**config.mk**
```make
export PLATFORM = sky130hd
export DESIGN_NAME = gpio_seq
export DESIGN_NICKNAME = d
export VERILOG_FILES = /design/src/rtl/gpio_seq_pkg.sv /design/src/rtl/gpio_seq_timer.sv /design/src/rtl/gpio_seq.sv
export SDC_FILE = /design/constraint.sdc
export NUM_CORES = 1
export LEC_CHECK = 0
export CAP_MARGIN = 10
export CORE_MARGIN = 2
export CORE_UTILIZATION = 53
export CTS_CLUSTER_SIZE = 20
export DETAILED_ROUTE_END_ITERATION = 10
export PLACE_DENSITY = 0.77
export SLEW_MARGIN = 20
export SYNTH_ARGS = -nofsm -noshare
export SYNTH_HDL_FRONTEND = slang
export SYNTH_HIERARCHICAL = 1
export SYNTH_SLANG_ARGS = --single-unit
export TNS_END_PERCENT = 5
```
**constraint.sdc**
```tcl
create_clock -name aclk -period 2.2 [get_ports aclk]
set_input_delay 0.55 -clock aclk [delete_from_list [all_inputs] [get_ports aclk]]
set_output_delay 0.55 -clock aclk [all_outputs]
set_load 0.05 [all_outputs]
```
**src/rtl/gpio_seq_pkg.sv**
```systemverilog
// -----------------------------------------------------------------------------
// gpio_seq_pkg
// Shared definitions for the GPIO power-up sequencer:
//   - state_e        : sequencer state encoding
//   - DELAY_BUS_MAX  : widest packed DELAYS bus the slice helper accepts
//   - delay_slice()  : extracts the per-channel delay k from the packed bus
// -----------------------------------------------------------------------------
package gpio_seq_pkg;

    typedef enum logic [1:0] {
        IDLE = 2'd0,
        WAIT = 2'd1,
        DONE = 2'd2
    } state_e;

    // Upper bound on CHANNELS*CNTR_WIDTH handled by delay_slice().
    localparam int DELAY_BUS_MAX = 1024;

    // Returns bits [k*w +: w] of the packed delay bus, zero-extended to 32 bits.
    // w is limited to 32; for w == 32 the mask arithmetic wraps to all ones.
    function automatic logic [31:0] delay_slice(
        input logic [DELAY_BUS_MAX-1:0] bus,
        input int                       k,
        input int                       w
    );
        logic [31:0] mask32;
        mask32 = (32'd1 << w) - 32'd1;
        return 32'(bus >> (k * w)) & mask32;
    endfunction

endpackage

```
**src/rtl/gpio_seq_timer.sv**
```systemverilog
// -----------------------------------------------------------------------------
// gpio_seq_timer
// Per-step delay counter for the GPIO sequencer. Counts up from zero while
// enabled and stops on reaching the limit, so it can never wrap.
//
// Ports:
//   aclk     in   clock
//   aresetn  in   asynchronous active-low reset
//   clr_i    in   synchronous clear to zero (wins over en_i)
//   en_i     in   count enable
//   limit_i  in   terminal value for the current step
//   match_o  out  counter equals limit_i (full-width compare)
//   cntr_o   out  current counter value
// -----------------------------------------------------------------------------
module gpio_seq_timer
    import gpio_seq_pkg::*;
#(
    parameter int CNTR_WIDTH = 8
) (
    input  logic                  aclk,
    input  logic                  aresetn,
    input  logic                  clr_i,
    input  logic                  en_i,
    input  logic [CNTR_WIDTH-1:0] limit_i,
    output logic                  match_o,
    output logic [CNTR_WIDTH-1:0] cntr_o
);

    logic [CNTR_WIDTH-1:0] cntr_q;
    logic [CNTR_WIDTH-1:0] cntr_d;

    assign match_o = (cntr_q == limit_i);
    assign cntr_o  = cntr_q;

    // Increment is gated by !match_o: the counter parks at the limit instead
    // of rolling over, even if the enable is held.
    always_comb begin
        cntr_d = cntr_q;
        if (clr_i) begin
            cntr_d = '0;
        end else if (en_i && !match_o) begin
            cntr_d = cntr_q + CNTR_WIDTH'(1);
        end
    end

    always_ff @(posedge aclk or negedge aresetn) begin
        if (!aresetn) begin
            cntr_q <= '0;
        end else begin
            cntr_q <= cntr_d;
        end
    end

endmodule

```
**src/rtl/gpio_seq.sv**
```systemverilog
// -----------------------------------------------------------------------------
// gpio_seq
// Power-up sequencer for board GPIO lines. Releases gpio[CHANNELS-1:0] from
// their inactive to their active level strictly in ascending channel order,
// each after its own delay. hold forces every line inactive and re-arms.
//
// State table:
//   state | meaning
//   IDLE  | held (or just reset); all lines inactive, timer cleared
//   WAIT  | counting the delay of channel idx; busy high
//   DONE  | all channels released; done high, timer frozen at zero
//
// Ports:
//   aclk     in     clock
//   aresetn  in     asynchronous active-low reset
//   hold     in     synchronous; forces lines inactive and returns to IDLE
//   busy     out    high while in WAIT
//   done     out    high once every channel is released
//   gpio     inout  [CHANNELS-1:0] driven at all times, upper bits z
// -----------------------------------------------------------------------------
module gpio_seq
    import gpio_seq_pkg::*;
#(
    parameter int                   GPIO_WIDTH = 5,
    parameter int                   CHANNELS   = 1,
    parameter int                   CNTR_WIDTH = 8,
    parameter                       DELAYS     = 8'd255,
    parameter logic [CHANNELS-1:0]  ACTIVE     = '1
) (
    input  logic                  aclk,
    input  logic                  aresetn,
    input  logic                  hold,
    output logic                  busy,
    output logic                  done,
    inout  logic [GPIO_WIDTH-1:0] gpio
);

    localparam int IDX_W = $clog2(CHANNELS + 1);
    localparam logic [DELAY_BUS_MAX-1:0] DELAYS_EXT = DELAY_BUS_MAX'(DELAYS);

    if (CHANNELS < 1) begin : g_chk_ch_min
        $error("gpio_seq: CHANNELS must be at least 1");
    end
    if (CHANNELS > GPIO_WIDTH) begin : g_chk_ch_max
        $error("gpio_seq: CHANNELS must not exceed GPIO_WIDTH");
    end
    if ($bits(DELAYS) != CHANNELS * CNTR_WIDTH) begin : g_chk_delays
        $error("gpio_seq: DELAYS must be CHANNELS*CNTR_WIDTH bits wide");
    end
    if (CNTR_WIDTH < 1 || CNTR_WIDTH > 32) begin : g_chk_cntr
        $error("gpio_seq: CNTR_WIDTH must be in 1..32");
    end
    if (CHANNELS * CNTR_WIDTH > DELAY_BUS_MAX) begin : g_chk_bus
        $error("gpio_seq: packed DELAYS bus too wide");
    end

    state_e                state_q;
    logic [IDX_W-1:0]      idx_q;
    logic [CHANNELS-1:0]   mask_q;
    logic                  done_q;

    logic [CNTR_WIDTH-1:0] limit;
    logic [CNTR_WIDTH-1:0] cntr;
    logic                  match;
    logic                  last;
    logic                  tmr_clr;
    logic                  tmr_en;

    // Delay of the channel currently being timed. A compare-and-select over
    // the channels avoids indexing with idx, whose width is sized for
    // CHANNELS+1 and so may exceed the table's natural index width.
    always_comb begin
        limit = '0;
        for (int k = 0; k < CHANNELS; k++) begin
            if (idx_q == IDX_W'(k)) begin
                limit = CNTR_WIDTH'(delay_slice(DELAYS_EXT, k, CNTR_WIDTH));
            end
        end
    end

    assign last = (idx_q == IDX_W'(CHANNELS - 1));

    // Clearing on match restarts the count for the next channel on the same
    // edge that releases the current one; outside WAIT the counter sits at 0.
    assign tmr_clr = hold || (state_q != WAIT) || match;
    assign tmr_en  = (state_q == WAIT);

    gpio_seq_timer #(
        .CNTR_WIDTH (CNTR_WIDTH)
    ) u_timer (
        .aclk    (aclk),
        .aresetn (aresetn),
        .clr_i   (tmr_clr),
        .en_i    (tmr_en),
        .limit_i (limit),
        .match_o (match),
        .cntr_o  (cntr)
    );

    always_ff @(posedge aclk or negedge aresetn) begin
        if (!aresetn) begin
            state_q <= IDLE;
            idx_q   <= '0;
            mask_q  <= '0;
            done_q  <= 1'b0;
        end else if (hold) begin
            // hold outranks a compare match landing on the same edge
            state_q <= IDLE;
            idx_q   <= '0;
            mask_q  <= '0;
            done_q  <= 1'b0;
        end else begin
            case (state_q)
                IDLE: begin
                    state_q <= WAIT;
                    idx_q   <= '0;
                end
                WAIT: begin
                    if (match) begin
                        for (int k = 0; k < CHANNELS; k++) begin
                            if (idx_q == IDX_W'(k)) begin
                                mask_q[k] <= 1'b1;
                            end
                        end
                        if (last) begin
                            state_q <= DONE;
                            done_q  <= 1'b1;
                        end else begin
                            idx_q <= idx_q + IDX_W'(1);
                        end
                    end
                end
                DONE: begin
                    state_q <= DONE;
                end
                default: begin
                    state_q <= IDLE;
                    idx_q   <= '0;
                    mask_q  <= '0;
                    done_q  <= 1'b0;
                end
            endcase
        end
    end

    assign busy = (state_q == WAIT);
    assign done = done_q;

    // Sequenced lines are driven from the mask at all times, reset included;
    // the rest of the bus is left floating.
    for (genvar k = 0; k < GPIO_WIDTH; k++) begin : g_gpio
        if (k < CHANNELS) begin : g_drv
            assign gpio[k] = mask_q[k] ? ACTIVE[k] : ~ACTIVE[k];
        end else begin : g_hiz
            assign gpio[k] = 1'bz;
        end
    end

    cntr_bounded: assert property (
        @(posedge aclk) disable iff (!aresetn)
        (state_q == WAIT) |-> (cntr <= limit)
    );

endmodule

```
==> impl_metrics.json <==
{
  "die_h_um": 42.4,
  "cp-start-kind": "flip-flop",
  "wire_per_inst_um": 12.2,
  "hold_viol": 0,
  "grt_most_used_layer": "met2",
  "cts_htree_levels": 1,
  "yosysSeqAreaShare_pct": 35.2,
  "switching_power_uw": 230,
  "grt-ovfl-total": 0,
  "place_area_sq_um": 867,
  "holdPathStages": 2,
  "stdcell_area_sq_um": 895,
  "grt_antenna_before_repair": 0,
  "firstDrtPassIters": 5,
  "critPathCaptureType": "output pin",
  "grt_max_degree": 12,
  "p_leak_nw": 0.366,
  "synth-seq-cells": 11,
  "slew_viol_final": 0,
  "critPathMaxFanout": 7,
  "antenna_cells": 0,
  "post_cts_resized": 0,
  "drt_iter0_drc": 12,
  "rsz0062_at_grt": "false",
  "p_clk_share_pct": 22.9,
  "worst-r2r-cell-count": 7,
  "first_global_vias": 492,
  "tightest_slew_ns": 0.559,
  "dp_hpwl_um": 1040,
  "clkLatencyLatePin_ns": 0.28,
  "postCtsHoldBufs": 0,
  "drc": 0,
  "critPathKind": "flip-flop to output pin",
  "fill_cells": 108,
  "synthTopCellsByCount": "dfrtp_1, nor2_1, xnor2_1",
  "p_total_uw": 613,
  "final_util_pct": 67.1,
  "syn-instance-count": 80,
  "nets": 100,
  "synth_area_per_cell_sq_um": 9.78,
  "fmax_ghz": 0.533,
  "root_buffer": "clkbuf_4",
  "status": "complete, no violations",
  "drv_cap": 0,
  "combPwrFrac_pct": 39.0,
  "die_w_um": 42.4,
  "use_met2_pct": 23.4,
  "yosysTopAreaCell": "dfrtp_1",
  "place.gp.congestion": 0.776,
  "dp_cells": 104,
  "cts_tree": "done",
  "rows": 13,
  "crit_required_ns": 1.65,
  "portBuffers": 4,
  "setup_viol": 0,
  "fin_crit_sh_pct": 85.2,
  "synth_warnings": 6,
  "slew-limit-headroom_pct": 62.8,
  "netlist_top_cells_area": "dfrtp_1, xnor2_1, xor2_1, nand4_4, buf_4",
  "cts_max_path_buffers": 2,
  "synth_area_sq_um": 782,
  "p_seq_share_pct": 38.1,
  "layout.cells.non_filler": 108,
  "ant_nets": 0,
  "synthArstFlopShare_pct": 100,
  "met3_usage_pct": 6.47,
  "cts_setup_buffers": 0,
  "synth_cell_types": 31,
  "synth_edf_count": 0,
  "ios": 10,
  "initial_core_util_pct": 58.6,
  "layout-drive-gt1-share_pct": 15.1,
  "fin_tns_setup_ns": 0,
  "fin_crit_ns": 1.88,
  "fp.dieArea_sq_um": 1800,
  "synth_most_common_cell": "dfrtp_1",
  "grtUsageTotal_pct": 16.3,
  "drt_wl_total_um": 1320,
  "hold_path_class": "primary input to flip-flop",
  "numCtsBuffers": 3,
  "intPower_uw": 383,
  "core_sq_um": 1330,
  "sw_frac_of_total_pct": 37.6,
  "grt_pass1_wl_um": 2150,
  "num_vias": 565,
  "peakVddDrop_v": 0.000494,
  "power_density_nw_per_um2": 685,
  "synth_top_area_share_pct": 35.2,
  "cts_sinks": 11,
  "synth-main-ff-cell": "dfrtp_1",
  "finalClockSkew_ns": 0.00957,
  "cts.clk_slew.worst_paths_ns": 0.08,
  "met1_usage_pct": 22.1,
  "viasPerCell": 5.23,
  "area_growth_pct": 14.4,
  "cp.arrival_ns": 1.33
}
-- through the flow --
| step | hold slack, ns | setup slack, ns |
|---|---|---|
| floorplan | 0.254 | 0.242 |
| global placement | 0.555 | 0.392 |
| detailed placement | 0.563 | 0.347 |
| CTS | 0.427 | 0.329 |
| global route | 0.441 | 0.251 |
| finish | 0.429 | 0.325 |
-- registers in the layout, summed over array words and instances, names as in the netlist --
name            cells
gpio                1
state_q             2
u_timer/cntr_o      8
-- logic make-up after synthesis --
| family | after synthesis | synth area share, % |
|---|---|---|
| fa+ha+maj | 3 | 4.80 |
| xor+xnor | 13 | 15.5 |
| compound gates | 10 | 7.36 |
| flops | 11 | 35.2 |
| other cells | 2 | 0.960 |
| buf+inv | 10 | 7.36 |
| mux | 2 | 2.72 |
| simple gates | 29 | 26.1 |
-- per-layer routing --
layer	vias to the layer above	routed length [um]
li1	281	-
met1	268	639
met2	14	603
met3	2	69
met4	0	8
met5	-	0
-- worst max-delay path, stage by stage (launching register included) --
cell	delay [ns]
dfrtp_1	0.43
ha_1	0.30
buf_4	0.19
buf_12	0.14
-- power by group through the flow --
stage	clock, mW	sequential [mW]	combinational (mW)
floorplan	0	0.233	0.165
global placement	0	0.236	0.233
detailed placement	0	0.237	0.238
CTS	0.147	0.233	0.239
global route	0.156	0.237	0.259
finish	0.140	0.234	0.239
-- cells in the final DEF, fill, tap and decap left out, drive strengths merged --
cell type,count
conb,12
dfrtp,11
nor2,10
xnor2,8
xor2,5
o21ai,5
buf,4
nand4,4
inv,3
nand2b,3
ha,3
clkbuf,3
nor2b,3
nand4bb,2
a21oi,2
clkdlybuf4s50,2
nand2,2
nand3,2
nor3,1
clkinv,1
mux2i,1
o31ai,1
or4,1
nor4,1
mux2,1
o21bai,1
o211ai,1
-- final timing paths --
check                                         startpoint                             to  slack, ns
hold reg to reg                   state_q[1]$_DFFE_PN0P_         state_q[1]$_DFFE_PN0P_       0.57
setup reg to reg           u_timer/cntr_o[2]$_DFFE_PN0P_  u_timer/cntr_o[7]$_DFFE_PN0P_       0.36
hold / removal                                   gpio[0]            gpio[0]$_DFFE_PN0P_       0.43
max in group asynchronous                        aresetn         state_q[0]$_DFFE_PN0P_       1.27
setup / recovery                  state_q[0]$_DFFE_PN0P_                           busy       0.32
min in group asynchronous                        aresetn  u_timer/cntr_o[6]$_DFFE_PN0P_       0.59
-- area by class of cell --
cell class                 instances  area (sq um)  area share, %
clock buffer                       3          22.5           2.52
inverter                           3          11.3           1.26
tap                               15          18.8           2.10
clock inverter                     1          5.00          0.559
multi-input combinational         69           487           54.4
sequential                        11           275           30.8
timing repair buffer               6          75.1           8.39
Power figures use the tool's default switching activity.
